$ cat config.mk
export PLATFORM = sky130hd
export DESIGN_NAME = mem_dump_uart_tx
export DESIGN_NICKNAME = d
export VERILOG_FILES = /design/src/rtl/mem_dump_uart_tx.sv
export SDC_FILE = /design/constraint.sdc
export NUM_CORES = 1
export LEC_CHECK = 0
export BUFFER_PORTS_ARGS = -buffer_cell sky130_fd_sc_hd__buf_4
export CORE_MARGIN = 2
export CORE_UTILIZATION = 29
export DETAILED_ROUTE_END_ITERATION = 10
export SLEW_MARGIN = 10
export SYNTH_ARGS = -nofsm -noshare
export SYNTH_HDL_FRONTEND = slang
export SYNTH_SLANG_ARGS = --single-unit
$ cat constraint.sdc
create_clock -name clk -period 2.7 [get_ports clk]
set_input_delay 0.27 -clock clk [delete_from_list [all_inputs] [get_ports clk]]
set_output_delay 0.27 -clock clk [all_outputs]
set_load 0.02 [all_outputs]
$ cat src/rtl/mem_dump_uart_tx.sv
// Purpose: read data-memory words and stream them out as 8N1 UART bytes, little-endian within each word.
// Latency: tx start bit 2 cycles after start; done after 40*CLKS_PER_BIT+2 cycles per word (1 cycle for a zero count).
// Backpressure: none; start is accepted only in IDLE and is dropped, not queued, while busy or in DONE.
module mem_dump_uart_tx #(
    parameter int CLKS_PER_BIT = 16,
    parameter int ADDR_WIDTH   = 5,
    parameter int COUNT_WIDTH  = 6
) (
    input  logic                   clk,
    input  logic                   rst,
    input  logic                   start,
    input  logic [ADDR_WIDTH-1:0]  base_addr,
    input  logic [COUNT_WIDTH-1:0] word_count,
    output logic                   mem_rd_en,
    output logic [ADDR_WIDTH-1:0]  mem_addr,
    input  logic [31:0]            mem_rdata,
    output logic                   tx,
    output logic                   busy,
    output logic                   done
);

    localparam int TW = (CLKS_PER_BIT > 1) ? $clog2(CLKS_PER_BIT) : 1;
    localparam logic [TW-1:0] T_LAST = TW'(CLKS_PER_BIT - 1);

    typedef enum logic [2:0] {
        ST_IDLE,
        ST_READ,
        ST_WAIT,
        ST_START_BIT,
        ST_DATA_BITS,
        ST_STOP_BIT,
        ST_DONE
    } state_t;

    state_t                 state, state_n;
    logic [TW-1:0]          timer, timer_n;
    logic [2:0]             bit_cnt, bit_cnt_n;
    logic [1:0]             byte_idx, byte_idx_n;
    logic [COUNT_WIDTH-1:0] words_left, words_left_n;
    logic [31:0]            word_sr, word_sr_n;
    logic                   tx_n, busy_n, done_n, rd_en_n;
    logic [ADDR_WIDTH-1:0]  addr_n;

    // State, counters and every output are registered here; reset parks the line idle-high.
    always_ff @(posedge clk or posedge rst) begin
        if (rst) begin
            state      <= ST_IDLE;
            timer      <= '0;
            bit_cnt    <= '0;
            byte_idx   <= '0;
            words_left <= '0;
            word_sr    <= '0;
            tx         <= 1'b1;
            busy       <= 1'b0;
            done       <= 1'b0;
            mem_rd_en  <= 1'b0;
            mem_addr   <= '0;
        end else begin
            state      <= state_n;
            timer      <= timer_n;
            bit_cnt    <= bit_cnt_n;
            byte_idx   <= byte_idx_n;
            words_left <= words_left_n;
            word_sr    <= word_sr_n;
            tx         <= tx_n;
            busy       <= busy_n;
            done       <= done_n;
            mem_rd_en  <= rd_en_n;
            mem_addr   <= addr_n;
        end
    end

    // Next-state and next-output logic; the word shift register drains LSB first so bytes leave little-endian.
    always_comb begin
        state_n      = state;
        timer_n      = timer;
        bit_cnt_n    = bit_cnt;
        byte_idx_n   = byte_idx;
        words_left_n = words_left;
        word_sr_n    = word_sr;
        tx_n         = tx;
        busy_n       = busy;
        done_n       = 1'b0;
        rd_en_n      = 1'b0;
        addr_n       = mem_addr;

        case (state)
            ST_IDLE: begin
                if (start) begin
                    busy_n       = 1'b1;
                    addr_n       = base_addr;
                    words_left_n = word_count;
                    timer_n      = '0;
                    if (word_count == '0) begin
                        state_n = ST_DONE;
                    end else begin
                        rd_en_n = 1'b1;
                        state_n = ST_READ;
                    end
                end
            end
            ST_READ: begin
                state_n = ST_WAIT;
            end
            ST_WAIT: begin
                // Synchronous RAM output is valid now, one cycle after the read strobe.
                word_sr_n  = mem_rdata;
                byte_idx_n = '0;
                bit_cnt_n  = '0;
                timer_n    = '0;
                tx_n       = 1'b0;
                state_n    = ST_START_BIT;
            end
            ST_START_BIT: begin
                if (timer == T_LAST) begin
                    timer_n   = '0;
                    bit_cnt_n = '0;
                    tx_n      = word_sr[0];
                    word_sr_n = {1'b0, word_sr[31:1]};
                    state_n   = ST_DATA_BITS;
                end else begin
                    timer_n = timer + TW'(1);
                end
            end
            ST_DATA_BITS: begin
                if (timer == T_LAST) begin
                    timer_n = '0;
                    if (bit_cnt == 3'd7) begin
                        tx_n    = 1'b1;
                        state_n = ST_STOP_BIT;
                    end else begin
                        bit_cnt_n = bit_cnt + 3'd1;
                        tx_n      = word_sr[0];
                        word_sr_n = {1'b0, word_sr[31:1]};
                    end
                end else begin
                    timer_n = timer + TW'(1);
                end
            end
            ST_STOP_BIT: begin
                if (timer == T_LAST) begin
                    timer_n = '0;
                    if (byte_idx != 2'd3) begin
                        // Next byte of the same word follows back to back.
                        byte_idx_n = byte_idx + 2'd1;
                        tx_n       = 1'b0;
                        state_n    = ST_START_BIT;
                    end else begin
                        words_left_n = words_left - COUNT_WIDTH'(1);
                        if (words_left > COUNT_WIDTH'(1)) begin
                            // READ+WAIT leave tx high for two cycles between words.
                            addr_n  = mem_addr + ADDR_WIDTH'(1);
                            rd_en_n = 1'b1;
                            state_n = ST_READ;
                        end else begin
                            done_n  = 1'b1;
                            busy_n  = 1'b0;
                            state_n = ST_DONE;
                        end
                    end
                end else begin
                    timer_n = timer + TW'(1);
                end
            end
            ST_DONE: begin
                // Arriving from STOP_BIT, done is already high; a zero-count start arrives with done low
                // and raises it here so busy gets its one cycle first.
                if (done) begin
                    state_n = ST_IDLE;
                end else begin
                    done_n = 1'b1;
                    busy_n = 1'b0;
                end
            end
            default: begin
                state_n = ST_IDLE;
            end
        endcase
    end

endmodule
==> qor.yml, run 1 <==
p_total_mw: 4.94
synth_area_per_cell_um2: 12.0
crit_arrival_ns: 2.46
synth_top_family_by_area: "multiplexers"
synth_area_um2: 3480
insertion_delay_ns: 0.32
grt_pass1_wl_um: 12500
max_freq_mhz: 444
crit_required_ns: 2.91
antenna_cells: 0
drc_errors: 0
crit_type: "reg2reg"
wl_um: 7490
synthAdderAreaFrac_pct: 2.52
yosysWarnings: 0
rr_worst_depth: 5
synth_area_leaders: "dfrtp_1 (42%), mux2_2 (12%), mux2_4 (11%)"
yosysTopAreaCell: "dfrtp_1"
drt_iter0_drc: 183
clock_path_buffers: 2
async_flop_share_pct: 100
synth_compound_area_share_pct: 14.3
gr-total-overflow: 0
synth_xor_area_share_pct: 0
cp_max_fo: 33
cts_sinks: 59
synth_seq_cells: 59
io_pins: 55
grt_max_degree: 36
fin_crit_ns: 2.25
critPathLaunchType: "flip-flop"
rsz0062_at_grt: "false"
synth_edf_count: 0
netlist.area_leader.share_pct: 41.8
die_w_um: 113
die_area_um2: 12900
seq_area_frac_synth_pct: 42.5
synth-simple-area-share_pct: 10.8
max_slew_margin_pct: 64.5
final_max_slew_viol_count: 0
htree_levels: 3
io_buffers: 54
gp_congestion: 0.842
cts.clk_slew.worst_paths_ns: 0.05
nets: 403
mostFrequentLayoutCells: "buf_4 (62), dfrtp_1 (58), mux2_2 (37)"
grt_pass1_vias: 2563
cts.repair.resized: 0
hp-class: "in2reg"
setup_viol: 0
filler_cell_count: 1079
post-route-util_pct: 37.5
maxCapViolCount: 0
cts_tree: "built"
firstDrtPassIters: 4
final.period_utilization_pct: 83.3
synthMuxAreaShare_pct: 25.0
cts_buffers: 9
layout_commonest_cell: "buf_4"
hold_viol: 0
via_per_inst: 5.02
tns_ns: 0
start_util_pct: 30.1
synthDistinctLibCells: 58
holdPathStages: 2
irDropWorstVdd_uv: 344
status: "complete, no violations"
cts_root_buffer: "clkbuf_16"
rows: 39
fp.coreArea_um2: 11600
wl_per_cell_um: 15.1
syn_nets: 343
antenna_left: 0
dpl.hpwl_um: 5190
syn-instance-count: 290
tightest_slew_ns: 0.531
antenna_found_initial: 0
synthFlopType: "dfrtp_1"
pwr_density_cell_nw_per_um2: 1140
vias: 2494
syn2layout_area_growth_pct: 24.8
p_leak_nw: 1.98
track_usage_pct: 12.2
die_y_um: 113
fin_worst_skew_ns: 0.00814
critPathCaptureType: "flip-flop"
drive_gt1_share_pct: 45.5
[cells in the mapped netlist, types with 5 or more instances]
library cell   n
buf_2          5
nand2_1       15
ha_1           7
nor3_1         5
nand3_1        5
o21ai_0       13
inv_1         11
buf_6          7
dfrtp_1       58
nor2_1        11
mux2_2        37
mux2_4        26
a21oi_1       12
[registers in the layout, indices dropped and copies added (netlist names)]
signal and flops:
busy 1, tx 1, state 3, done 1, byte_idx 2, mem_addr 5, words_left 6, timer 4
mem_rd_en 1, word_sr 32, bit_cnt 3
[critical path, stage by stage (launching register included)]
cell	delay, ns
dfrtp_1	0.64
nand2b_1	0.37
o21ai_4	0.26
buf_12	0.23
mux2_2	0.36
mux2_4	0.26
[kinds of logic after synthesis]
kind of cell    Yosys count
flops                    59
mux                      69
buf+inv                  27
compound gates           64
fa+ha+maj                 7
simple gates             64
[final cells by class]
type / instances / area [µm²] / share of cell area (%)
multi-input cells: 204 / 1830 / 42.2
flip-flops and latches: 59 / 1480 / 34.1
repair buffers: 65 / 515 / 11.9
clock buffers: 10 / 239 / 5.51
well taps: 143 / 179 / 4.13
clock inverters: 5 / 53.8 / 1.24
inverters: 11 / 41.3 / 0.952
[where the power goes]
part | total [mW] | internal, mW | switching [mW]
logic | 2.21 | 1.22 | 0.984
clock network | 1.11 | 0.729 | 0.386
registers | 1.62 | 1.28 | 0.340
total | 4.94 | 3.23 | 1.71
[final timing paths]
path / start / end / slack, ns
worst min register to register: tx$_DFFE_PP1P_ / tx$_DFFE_PP1P_ / 0.47
worst max register to register: state[2]$_DFFE_PP0P_ / word_sr[23]$_DFFE_PP0P_ / 0.45
worst max-delay path: state[2]$_DFFE_PP0P_ / word_sr[23]$_DFFE_PP0P_ / 0.45
max in group asynchronous: rst / tx$_DFFE_PP1P_ / 1.51
min in group asynchronous: rst / word_sr[26]$_DFFE_PP0P_ / 0.49
worst min-delay path: base_addr[0] / mem_addr[0]$_DFFE_PP0P_ / 0.18
[metrics by stage]
| step | cell area [µm²] | instances | worst slack, ns | hold slack, ns |
|---|---|---|---|---|
| after global placement | 4030 | 481 | 0.551 | 0.281 |
| after floorplan | 3480 | 290 | 0.850 | 0.403 |
| after CTS | 4340 | 497 | 0.467 | 0.178 |
| final | 4340 | 497 | 0.450 | 0.182 |
| after global routing | 4340 | 497 | 0.324 | 0.175 |
| after detailed placement | 4030 | 481 | 0.487 | 0.277 |
[what timing repair did]
action / in CTS / in global routing
hold endpoints to repair: 16 / 0
setup buffers: 0 / 0
hold buffers: 1 / 0
[routing by layer]
metal	up-vias	GRT usage, %	part of all wire [%]
met5	-	0	0
met4	0	5.61	2.0
met2	43	19.5	48
met3	11	2.82	3.4
met1	1231	15.9	46
li1	1209	-	-
Note: power is estimated with default switching activity, not from simulation.
==> inputs of run 2 (changes only) <==
==> constraint.sdc (replaced) <==
create_clock -name clk -period 2.3 [get_ports clk]
set_input_delay 0.23 -clock clk [delete_from_list [all_inputs] [get_ports clk]]
set_output_delay 0.23 -clock clk [all_outputs]
set_load 0.02 [all_outputs]
==> run 2 against run 1 <==
Against the previous run: the flow now finishes with violations (negative hold slack); clock-buffer cell count stayed put; critical path type unchanged; flip-flop and latch count stayed put; via count is 0.92% lower; wire length is 0.69% lower; critical path depth stayed put; combinational power is 20% higher; die area stayed put; global-route usage hardly changed; power is 16% higher.
==> qor.yml, run 2 (synthesis gave the netlist of run 1 again) <==
dpl.hpwl_um: 5370  # +3.5%
irDropWorstVdd_uv: 422  # +23%
fin_worst_skew_ns: 0.00691  # -0.00123 ns
hp-class: "in2async"
cts_sinks: 59  # unchanged
critPathCaptureType: "flip-flop"
insertion_delay_ns: 0.33  # about the same
cp_slowest_cell: "dfrtp_1"
grt_pass1_wl_um: 12600  # +0.66%
antenna_found_initial: 0  # unchanged
final_max_slew_viol_count: 0  # unchanged
reg2reg_to: "timer[3]$_DFFE_PP0P_"
firstDrtPassIters: 4  # unchanged
cts.repair.resized: 0  # unchanged
die_area_um2: 12900  # unchanged
crit_type: "reg2reg"
reg_top3: "word_sr: 32 flops, words_left: 6 flops, mem_addr: 5 flops"
path_cells: "nor2b_1 -> buf_4 -> o31ai_1 -> a31o_2 -> a22o_1"
dpl_cell_area_um2: 4060  # +0.68%
ctsHoldBuffers: 0  # -1
antenna_left: 0  # unchanged
fin_ws_ns: 0.269  # -0.181 ns
setup_viol: 0  # unchanged
status: "complete, but fails checks"
start_util_pct: 30.1  # unchanged
antenna_cells: 0  # unchanged
internal-power_mw: 3.73  # +15%
rows: 39  # unchanged
cts_buffers: 9  # unchanged
p_total_mw: 5.75  # +16%
post_cts_buffers: 0  # unchanged
r2r_slack_ns: 0.27  # -0.18 ns
largest_reg_flops: 32  # unchanged
gr-total-overflow: 0  # unchanged
cts.clk_slew.worst_paths_ns: 0.05  # about the same
vias: 2471  # -0.92%
rsz0062_at_grt: "false"
dp.cells: 483  # +0.42%
regMostFlops: "word_sr"
io_pins: 55  # unchanged
nets: 404  # +0.25%
dp_slack_ns: 0.327  # -0.159 ns
syn2layout_area_growth_pct: 24.6
fp.coreArea_um2: 11600  # unchanged
grt_max_degree: 36  # unchanged
p_leak_nw: 1.97  # -0.41%
wl_per_cell_um: 14.9  # -0.89%
path_delay_family: "compound AO/OA/AOI/OAI gates"
maxCapViolCount: 0  # unchanged
post-route-util_pct: 37.4  # -0.054 points
clock_path_buffers: 2  # unchanged
pwr_density_cell_nw_per_um2: 1330  # +16%
final.period_utilization_pct: 88.3  # +5.0 points
hold_slack_ns: -0.000537  # -0.182 ns
drt_iter0_drc: 159  # -13%
wl_um: 7440  # -0.69%
max_freq_mhz: 492  # +11%
tns_ns: 0  # unchanged
mostFrequentLayoutCells: "buf_4 (63), dfrtp_1 (58), mux2_2 (37)"
cts_tree: "built"
p_clk_share_pct: 20.8  # -1.7 points
post_layout_nonfiller_instances: 498  # +0.20%
htree_levels: 3  # unchanged
drc_errors: 0  # unchanged
max_slew_margin_pct: 57.2  # -7.3 points
r2r_start: "state[2]$_DFFE_PP0P_"
grt_pass1_vias: 2529  # -1.3%
track_usage_pct: 12.3  # +0.050 points
max_stage_delay_ns: 0.54  # -0.10 ns
rr_worst_depth: 5  # unchanged
cp_max_fo: 12  # -64%
tightest_slew_ns: 0.642  # +0.111 ns
layout_commonest_cell: "buf_4"
crit_required_ns: 2.51  # -0.40 ns
die_w_um: 113  # unchanged
gp_congestion: 0.776  # -7.8%
critPathLaunchType: "flip-flop"
switching_share_pct: 35.1  # +0.52 points
fin_crit_ns: 2.03  # -0.219 ns
netSwitchingPower_mw: 2.02  # +18%
die_y_um: 113  # unchanged
crit_arrival_ns: 2.24  # -0.22 ns
critical_path_buf_inv_count: 1  # unchanged
io_buffers: 54  # unchanged
final_cell_area_um2: 4330  # -0.14%
violations: "negative hold slack"
drive_gt1_share_pct: 45.9  # +0.44 points
hold_viol: 1  # +1
seq_power_share_pct: 32.9  # about the same
p_comb_share_pct: 46.3  # +1.7 points
cts_root_buffer: "clkbuf_16"
via_per_inst: 4.96  # -1.1%
run 2: power by group through the flow:
stage | clock network (mW) | logic, mW | registers [mW]
4_1_cts | 1.23 | 2.69 | 1.88
2_1_floorplan | 0 | 2.14 | 1.83
6_report | 1.19 | 2.66 | 1.89
3_3_place_gp | 0 | 2.62 | 1.88
3_5_place_dp | 0 | 2.68 | 1.89
5_1_grt | 1.28 | 2.91 | 1.96
run 2: final cells by class:
class	count	area, µm²
clock inverters	5	30.0
multi-input cells	204	1830
clock buffers	10	239
fillers	1117	7230
well taps	143	179
inverters	11	41.3
flip-flops and latches	59	1480
repair buffers	66	533
run 2: layer usage:
metal | vias to the layer above | routed length, µm | global-route usage, %
met5 | - | 0 | 0
met4 | 0 | 86 | 4.39
met3 | 6 | 300 | 3.67
met2 | 41 | 3700 | 20.0
met1 | 1221 | 3350 | 15.6
li1 | 1203 | - | -
run 2: worst max-delay path by stage:
stage | from | to | slack [ns] | cells after the start
after floorplan | state[1]$_DFFE_PP0P_ | word_sr[19]$_DFFE_PP0P_ | 0.45 | 7
after global placement | state[2]$_DFFE_PP0P_ | words_left[1]$_DFFE_PP0P_ | 0.33 | 3
after detailed placement | state[2]$_DFFE_PP0P_ | words_left[1]$_DFFE_PP0P_ | 0.33 | 3
after CTS | state[2]$_DFFE_PP0P_ | timer[3]$_DFFE_PP0P_ | 0.30 | 5
after global routing | state[2]$_DFFE_PP0P_ | timer[3]$_DFFE_PP0P_ | 0.19 | 5
final | state[2]$_DFFE_PP0P_ | timer[3]$_DFFE_PP0P_ | 0.27 | 5
==> inputs of run 3 (changes only) <==
--- a/config.mk
+++ b/config.mk
@@ -6,9 +6,11 @@
 export NUM_CORES = 1
 export LEC_CHECK = 0
 export BUFFER_PORTS_ARGS = -buffer_cell sky130_fd_sc_hd__buf_4
+export CORE_ASPECT_RATIO = 1.1
 export CORE_MARGIN = 2
 export CORE_UTILIZATION = 29
 export DETAILED_ROUTE_END_ITERATION = 10
+export SKIP_LAST_GASP = 1
 export SLEW_MARGIN = 10
 export SYNTH_ARGS = -nofsm -noshare
 export SYNTH_HDL_FRONTEND = slang
==> run 3 against run 2 <==
Against the previous run: the run now ends clean; design area increased by 1.0%; critical path depth up 1; cell count up 2.0%; first-iteration DRC count up 44%; power up 3.4%; via count increased by 2.2%; clock power rose by 17%; largest cell class unchanged.
==> qor.yml, run 3 (synthesis gave the netlist of run 1 again) <==
antenna_left: 0  # unchanged
fin_crit_ns: 2.09  # +0.0632 ns
antenna_found_initial: 0  # unchanged
path_cells: "ha_1 -> nand3_4 -> nand2_1 -> a21oi_4 -> buf_4 -> mux2_2"
maxCapViolCount: 0  # unchanged
rows: 41  # +5.1%
grt_max_degree: 34  # -5.6%
cp_slowest_cell: "dfrtp_1"
cts.repair.resized: 0  # unchanged
wl_um: 7720  # +3.9%
hold_viol: 0  # -1
hold_slack_ns: 0.0168  # +0.0174 ns
nets: 406  # +0.50%
crit_arrival_ns: 2.31  # +0.07 ns
cts_buffers: 9  # unchanged
fin_ws_ns: 0.205  # -0.0632 ns
largest_reg_flops: 32  # unchanged
fp.coreArea_um2: 11600  # +0.25%
post_cts_buffers: 0  # unchanged
max_slew_margin_pct: 52.9  # -4.3 points
critPathLaunchType: "flip-flop"
htree_levels: 3  # unchanged
dpl.hpwl_um: 5520  # +2.7%
dp_slack_ns: 0.225  # -0.102 ns
critical_path_buf_inv_count: 1  # unchanged
netSwitchingPower_mw: 2.05  # +1.7%
seq_power_share_pct: 31.7  # -1.2 points
layout_commonest_cell: "buf_4"
antenna_cells: 0  # unchanged
p_leak_nw: 1.98  # +0.75%
final_max_slew_viol_count: 0  # unchanged
p_clk_share_pct: 23.4  # +2.6 points
tightest_slew_ns: 0.706  # +0.0647 ns
tns_ns: 0  # unchanged
track_usage_pct: 12.7  # +0.39 points
mostFrequentLayoutCells: "buf_4 (67), dfrtp_1 (58), mux2_2 (37)"
wl_per_cell_um: 15.2  # +1.8%
rsz0062_at_grt: "false"
die_w_um: 108  # -4.5%
grt_pass1_vias: 2592  # +2.5%
drt_iter0_drc: 229  # +44%
max_stage_delay_ns: 0.40  # -0.14 ns
die_area_um2: 12900  # about the same
syn2layout_area_growth_pct: 25.9
p_comb_share_pct: 44.8  # -1.5 points
via_per_inst: 4.97  # +0.17%
drive_gt1_share_pct: 46.1  # +0.17 points
cp_max_fo: 15  # +3
fin_worst_skew_ns: 0.00636  # -0.000550 ns
path_delay_family: "flip-flops"
regMostFlops: "word_sr"
cts.clk_slew.worst_paths_ns: 0.05  # about the same
cts_sinks: 59  # unchanged
p_total_mw: 5.94  # +3.4%
status: "complete, no violations"
gr-total-overflow: 0  # unchanged
dpl_cell_area_um2: 4060  # about the same
reg_top3: "word_sr: 32 flops, words_left: 6 flops, mem_addr: 5 flops"
io_buffers: 54  # unchanged
die_y_um: 119  # +4.7%
crit_type: "reg2reg"
vias: 2525  # +2.2%
grt_pass1_wl_um: 12900  # +2.4%
dp.cells: 492  # +1.9%
critPathCaptureType: "flip-flop"
irDropWorstVdd_uv: 530  # +25%
io_pins: 55  # unchanged
cts_tree: "built"
clock_path_buffers: 2  # unchanged
gp_congestion: 0.796  # +2.6%
cts_root_buffer: "clkbuf_16"
drc_errors: 0  # unchanged
switching_share_pct: 34.5  # -0.56 points
start_util_pct: 30.0  # -0.075 points
ctsHoldBuffers: 0  # unchanged
setup_viol: 0  # unchanged
firstDrtPassIters: 4  # unchanged
final.period_utilization_pct: 91.1  # +2.7 points
internal-power_mw: 3.89  # +4.3%
post-route-util_pct: 37.7  # +0.30 points
insertion_delay_ns: 0.33  # about the same
max_freq_mhz: 477  # -3.0%
post_layout_nonfiller_instances: 508  # +2.0%
crit_required_ns: 2.51  # about the same
final_cell_area_um2: 4380  # +1.0%
pwr_density_cell_nw_per_um2: 1360  # +2.3%
hp-class: "in2async"
-- run 3: path summary, 6_finish.rpt --
check / startpoint / cells after the start / endpoint / slack (ns)
hold reg to reg: word_sr[31]$_DFFE_PP0P_ / 1 / word_sr[31]$_DFFE_PP0P_ / 0.49
max in group asynchronous: rst / 3 / tx$_DFFE_PP1P_ / 1.54
setup / recovery: timer[0]$_DFFE_PP0P_ / 6 / word_sr[7]$_DFFE_PP0P_ / 0.21
min in group clk: base_addr[0] / 2 / mem_addr[0]$_DFFE_PP0P_ / 0.14
setup reg to reg: timer[0]$_DFFE_PP0P_ / 6 / word_sr[7]$_DFFE_PP0P_ / 0.21
hold / removal: rst / 2 / word_sr[12]$_DFFE_PP0P_ / 0.02
-- run 3: layer usage --
metal,vias to the layer above,wire length [µm],track usage (%)
li1,1210,-,-
met5,-,0,0
met3,10,450,3.07
met2,70,3490,19.0
met1,1235,3660,17.5
met4,0,127,4.89
-- run 3: layout make-up --
type                       count  area [µm²]
clock buffer                  13         270
timing repair buffer          68         523
fill                        1160        7220
tap                          150         188
sequential                    59        1480
multi-input combinational    204        1830
clock inverter                 3        45.0
inverter                      11        41.3
-- run 3: power groups by stage --
stage | logic [mW] | registers [mW] | clock network (mW)
after floorplan | 2.14 | 1.83 | 0
after global placement | 2.61 | 1.88 | 0
after detailed placement | 2.67 | 1.89 | 0
after CTS | 2.68 | 1.88 | 1.43
after global routing | 2.91 | 1.96 | 1.47
final | 2.66 | 1.88 | 1.39
